## src/rtl/uart_tx_feeder.sv

```systemverilog
// 8N1 UART transmitter with a small write FIFO, used to drive a SoC RsRx pin.
// Frames go out LSB first; queued bytes are sent back to back with no idle gap.
module uart_tx_feeder #(
    parameter int unsigned CLKS_PER_BIT = 16,
    parameter int unsigned FIFO_DEPTH   = 4,
    parameter int unsigned FIFO_AW      = 2
) (
    input  logic               HCLK,
    input  logic               HRESETn,
    input  logic [7:0]         wr_data,
    input  logic               wr_valid,
    output logic               wr_ready,
    output logic               tx,
    output logic               busy,
    output logic [FIFO_AW:0]   fifo_level
);

    localparam logic [1:0] IDLE  = 2'd0;
    localparam logic [1:0] START = 2'd1;
    localparam logic [1:0] DATA  = 2'd2;
    localparam logic [1:0] STOP  = 2'd3;

    localparam logic [15:0]      CNT_RELOAD = 16'(CLKS_PER_BIT - 1);
    localparam logic [FIFO_AW:0] LEVEL_FULL = (FIFO_AW + 1)'(FIFO_DEPTH);

    logic [7:0]         mem_q [FIFO_DEPTH];
    logic [FIFO_AW-1:0] wr_ptr_q, wr_ptr_d;
    logic [FIFO_AW-1:0] rd_ptr_q, rd_ptr_d;
    logic [FIFO_AW:0]   level_q, level_d;

    logic [1:0]  state_q, state_d;
    logic [7:0]  shift_q, shift_d;
    logic [2:0]  bit_idx_q, bit_idx_d;
    logic [15:0] cnt_q, cnt_d;
    logic        tx_q, tx_d;

    logic push;
    logic pop;
    logic fifo_empty;
    logic cnt_done;

    assign fifo_empty = (level_q == '0);
    assign wr_ready   = (level_q != LEVEL_FULL);
    assign push       = wr_valid & wr_ready;
    assign cnt_done   = (cnt_q == '0);

    assign tx         = tx_q;
    assign busy       = (state_q != IDLE) | ~fifo_empty;
    assign fifo_level = level_q;

    // Transmit FSM; pops come only from registered FIFO state, so there is no bypass.
    always_comb begin
        state_d   = state_q;
        shift_d   = shift_q;
        bit_idx_d = bit_idx_q;
        cnt_d     = cnt_q;
        tx_d      = tx_q;
        pop       = 1'b0;

        case (state_q)
            IDLE: begin
                tx_d = 1'b1;
                if (!fifo_empty) begin
                    pop     = 1'b1;
                    shift_d = mem_q[rd_ptr_q];
                    cnt_d   = CNT_RELOAD;
                    tx_d    = 1'b0;
                    state_d = START;
                end
            end
            START: begin
                if (cnt_done) begin
                    cnt_d     = CNT_RELOAD;
                    bit_idx_d = 3'd0;
                    tx_d      = shift_q[0];
                    shift_d   = {1'b0, shift_q[7:1]};
                    state_d   = DATA;
                end else begin
                    cnt_d = cnt_q - 16'd1;
                end
            end
            DATA: begin
                if (cnt_done) begin
                    cnt_d = CNT_RELOAD;
                    if (bit_idx_q == 3'd7) begin
                        tx_d    = 1'b1;
                        state_d = STOP;
                    end else begin
                        bit_idx_d = bit_idx_q + 3'd1;
                        tx_d      = shift_q[0];
                        shift_d   = {1'b0, shift_q[7:1]};
                    end
                end else begin
                    cnt_d = cnt_q - 16'd1;
                end
            end
            STOP: begin
                if (cnt_done) begin
                    if (!fifo_empty) begin
                        pop     = 1'b1;
                        shift_d = mem_q[rd_ptr_q];
                        cnt_d   = CNT_RELOAD;
                        tx_d    = 1'b0;
                        state_d = START;
                    end else begin
                        tx_d    = 1'b1;
                        state_d = IDLE;
                    end
                end else begin
                    cnt_d = cnt_q - 16'd1;
                end
            end
            default: begin
                tx_d    = 1'b1;
                state_d = IDLE;
            end
        endcase
    end

    always_comb begin
        wr_ptr_d = wr_ptr_q;
        rd_ptr_d = rd_ptr_q;
        level_d  = level_q;
        if (push) begin
            wr_ptr_d = wr_ptr_q + FIFO_AW'(1);
        end
        if (pop) begin
            rd_ptr_d = rd_ptr_q + FIFO_AW'(1);
        end
        case ({push, pop})
            2'b10:   level_d = level_q + (FIFO_AW + 1)'(1);
            2'b01:   level_d = level_q - (FIFO_AW + 1)'(1);
            default: level_d = level_q;
        endcase
    end

    // Storage needs no reset: entries are only read once the level says they are valid.
    always_ff @(posedge HCLK) begin
        if (push) begin
            mem_q[wr_ptr_q] <= wr_data;
        end
    end

    always_ff @(posedge HCLK or negedge HRESETn) begin
        if (!HRESETn) begin
            wr_ptr_q  <= '0;
            rd_ptr_q  <= '0;
            level_q   <= '0;
            state_q   <= IDLE;
            shift_q   <= '0;
            bit_idx_q <= '0;
            cnt_q     <= '0;
            tx_q      <= 1'b1;
        end else begin
            wr_ptr_q  <= wr_ptr_d;
            rd_ptr_q  <= rd_ptr_d;
            level_q   <= level_d;
            state_q   <= state_d;
            shift_q   <= shift_d;
            bit_idx_q <= bit_idx_d;
            cnt_q     <= cnt_d;
            tx_q      <= tx_d;
        end
    end

endmodule

```

## config.mk

```make
export PLATFORM = sky130hd
export DESIGN_NAME = uart_tx_feeder
export DESIGN_NICKNAME = d
export VERILOG_FILES = /design/src/rtl/uart_tx_feeder.sv
export SDC_FILE = /design/constraint.sdc
export NUM_CORES = 1
export LEC_CHECK = 0
export ABC_AREA = 0
export BUFFER_PORTS_ARGS = -buffer_cell sky130_fd_sc_hd__buf_4
export CORE_MARGIN = 3
export CORE_UTILIZATION = 35
export DETAILED_ROUTE_END_ITERATION = 7
export PLACE_DENSITY_LB_ADDON = 0.3
export SLEW_MARGIN = 20
export SYNTH_ARGS = -nofsm -noshare
export SYNTH_HDL_FRONTEND = slang
export SYNTH_SLANG_ARGS = --single-unit
```

## constraint.sdc

```tcl
create_clock -name HCLK -period 2.6 [get_ports HCLK]
set_input_delay 0.13 -clock HCLK [delete_from_list [all_inputs] [get_ports HCLK]]
set_output_delay 0.13 -clock HCLK [all_outputs]
set_load 0.01 [all_outputs]
```

==> impl_metrics.env <==
export IMPL_start_kind="flop"
export IMPL_setup_slack_ns=0.134
export IMPL_drv_slew=0
export IMPL_syn_inst=287
export IMPL_avgSynthCellArea_um2=12.0
export IMPL_hold_ws_ns=0.165
export IMPL_insertion_delay_ns=0.35
export IMPL_ir_drop_v=0.000499
export IMPL_synthTopCellsByArea="edfxtp_1, dfrtp_1, mux4_2"
export IMPL_finalSetupTns_ns=0
export IMPL_wire_per_inst_um=14.6
export IMPL_yosysWarnings=0
export IMPL_row_count=35
export IMPL_grt_pass1_wl_um=11300
export IMPL_final_common_cell="dfrtp_1"
export IMPL_cts_sinks=69
export IMPL_drc=0
export IMPL_critPathArrivalTime_ns=2.74
export IMPL_gp_congestion=0.807
export IMPL_drive_above_1_share_pct=25.4
export IMPL_start_util_pct=36.6
export IMPL_multiInputGateArea_um2=1480
export IMPL_grt_pass1_vias=2309
export IMPL_cap_viol_max_count=0
export IMPL_final_area_um2=4150
export IMPL_drt_iter0_drc=128
export IMPL_io_buffers=16
export IMPL_cts_tree="done"
export IMPL_die_h_um=105
export IMPL_setup_viol=0
export IMPL_hold_violations=0
export IMPL_antennaDiodeCount=0
export IMPL_cp_startpoint="cnt_q[0]"
export IMPL_detail_route_antenna_nets=0
export IMPL_ys_seq_area_share_pct=54.8
export IMPL_grt_usage_pct=12.9
export IMPL_crit_type="reg2reg"
export IMPL_status="complete, no violations"
export IMPL_final_util_pct=44.1
export IMPL_place_area_um2=3810
export IMPL_max_freq_mhz=405
export IMPL_holdCritStartpoint="wr_valid"
export IMPL_viasPerCell=5.03
export IMPL_pin_count=17
export IMPL_ctsHtreeMaxLevel=3
export IMPL_grt_antenna_before_repair=0
export IMPL_synth_cell_types=49
export IMPL_layout_common_cells="dfrtp_1, buf_4, edfxtp_1"
export IMPL_leakagePower_nw=1.71
export IMPL_syn_nets=312
export IMPL_yosysTopAreaCellShare_pct=27.9
export IMPL_dp_cells=437
export IMPL_place_hpwl_um=4700
export IMPL_hp_class="in2reg"
export IMPL_root_buffer="clkbuf_8"
export IMPL_worst_pin_slew_ns=0.587
export IMPL_numCtsBuffers=9
export IMPL_synth_flop_cell="dfrtp_1"
export IMPL_grt_ovfl_total=0
export IMPL_nNetsFinal=355
export IMPL_final_cell_count_no_fill=464
export IMPL_clkTransAtPathRegs_ns=0.08
export IMPL_finalWirelength_um=6780
export IMPL_p_per_area_nw_per_um2=622
export IMPL_synth_edf_count=32
export IMPL_syn_to_final_growth_pct=20.4
export IMPL_num_vias=2335
export IMPL_synth_area_leader_cell="edfxtp_1"
export IMPL_fin_crit_ns=2.47
export IMPL_syn_area_um2=3450
export IMPL_drtPass1Iterations=4
export IMPL_synthArstFlopShare_pct=53.6
export IMPL_regArea_um2=1890
export IMPL_die_w_um=105
export IMPL_filler_cell_count=884
export IMPL_finalCritPeriodShare_pct=94.9
export IMPL_relSlewSlack_pct=60.7
export IMPL_die_area_um2=11100
export IMPL_cts_buffer_depth=2
export IMPL_core_um2=9420
export IMPL_ys_seq_elements=69
export IMPL_grt_max_degree=38
export IMPL_finalPower_mw=2.58
export IMPL_dp_slack_ns=0.0406
export IMPL_reg2reg_from="cnt_q[0]"
export IMPL_endpoint_kind="flop"
export IMPL_worstPathRequired_ns=2.87
export IMPL_fin_worst_skew_ns=0.00863
export IMPL_cp_max_fo=3
## cell families (layout without fill, tap and decap cells)
logic type / after synthesis / in the layout / share of synthesized area, %
DFF: 69 / 69 / 54.8
and+or+nand+nor: 90 / 90 / 14.0
xor gates and xnor gates: 7 / 7 / 1.78
muxes: 21 / 21 / 9.37
AOI/OAI and AO/OA: 54 / 54 / 11.2
adders and majority gates: 14 / 14 / 5.30
buffers and inverters: 32 / 80 / 3.56
## report_power, final
| group | total (mW) | internal (mW) | leakage, nW | switching [mW] |
|---|---|---|---|---|
| clock | 0.832 | 0.369 | 0.0943 | 0.463 |
| combinational | 0.390 | 0.175 | 0.865 | 0.214 |
| sequential | 1.36 | 1.30 | 0.748 | 0.0649 |
## timing repair
| item | CTS | global route |
|---|---|---|
| endpoints found under the hold margin | 68 | 0 |
| setup buffers | 0 | 2 |
| endpoints found under the setup margin | 0 | 1 |
| hold buffers | 9 | 0 |
| gates resized for setup | 0 | 10 |
## layer usage
layer	global-route usage [%]	wire (µm)	vias up
met5	0	0	-
met3	3.74	348	8
met4	4.31	68	0
li1	-	-	1159
met2	19.0	3090	48
met1	18.2	3280	1120
## critical path, stage by stage, from the launching register on
cell	delay, ns
dfrtp_1	0.39
inv_1	0.11
ha_4	0.16
nor3b_4	0.18
and4_4	0.25
a21oi_2	0.06
nor3_2	0.23
ha_2	0.22
inv_1	0.06
fa_2	0.33
xor2_1	0.14
nor2_1	0.12
xor2_1	0.15
## registers in the layout, indices dropped and copies added (netlist names)
register    count
bit_idx_q       3
state_q         2
shift_q         8
fifo_level      3
tx              1
rd_ptr_q        2
wr_ptr_q        2
mem_q          32
cnt_q          16
## area by class of cell
class | instances | area share, %
Tap cell | 129 | 3.89
Inverter | 20 | 1.81
Clock inverter | 7 | 1.57
Sequential cell | 69 | 45.5
Timing Repair Buffer | 44 | 8.50
Multi-Input combinational cell | 186 | 35.7
Clock buffer | 9 | 2.99
## cells in the mapped netlist, drive strengths merged, types with 9 or more instances
| master | n |
|---|---|
| nor2 | 12 |
| nor3 | 9 |
| ha | 13 |
| inv | 20 |
| a21oi | 10 |
| mux2 | 10 |
| dfrtp | 36 |
| edfxtp | 32 |
| clkbuf | 10 |
| nand2 | 30 |
## final timing paths
kind                       slack [ns]  cells after the start       endpoint
min reg2reg                      0.51                      1     shift_q[2]
min in group asynchronous        0.29                      2     shift_q[6]
max reg2reg                      0.13                     12  fifo_level[2]
max in group asynchronous        1.96                      2             tx
min                              0.17                      3    wr_ptr_q[0]
max                              0.13                     12  fifo_level[2]
(Power assumes the default switching activity.)
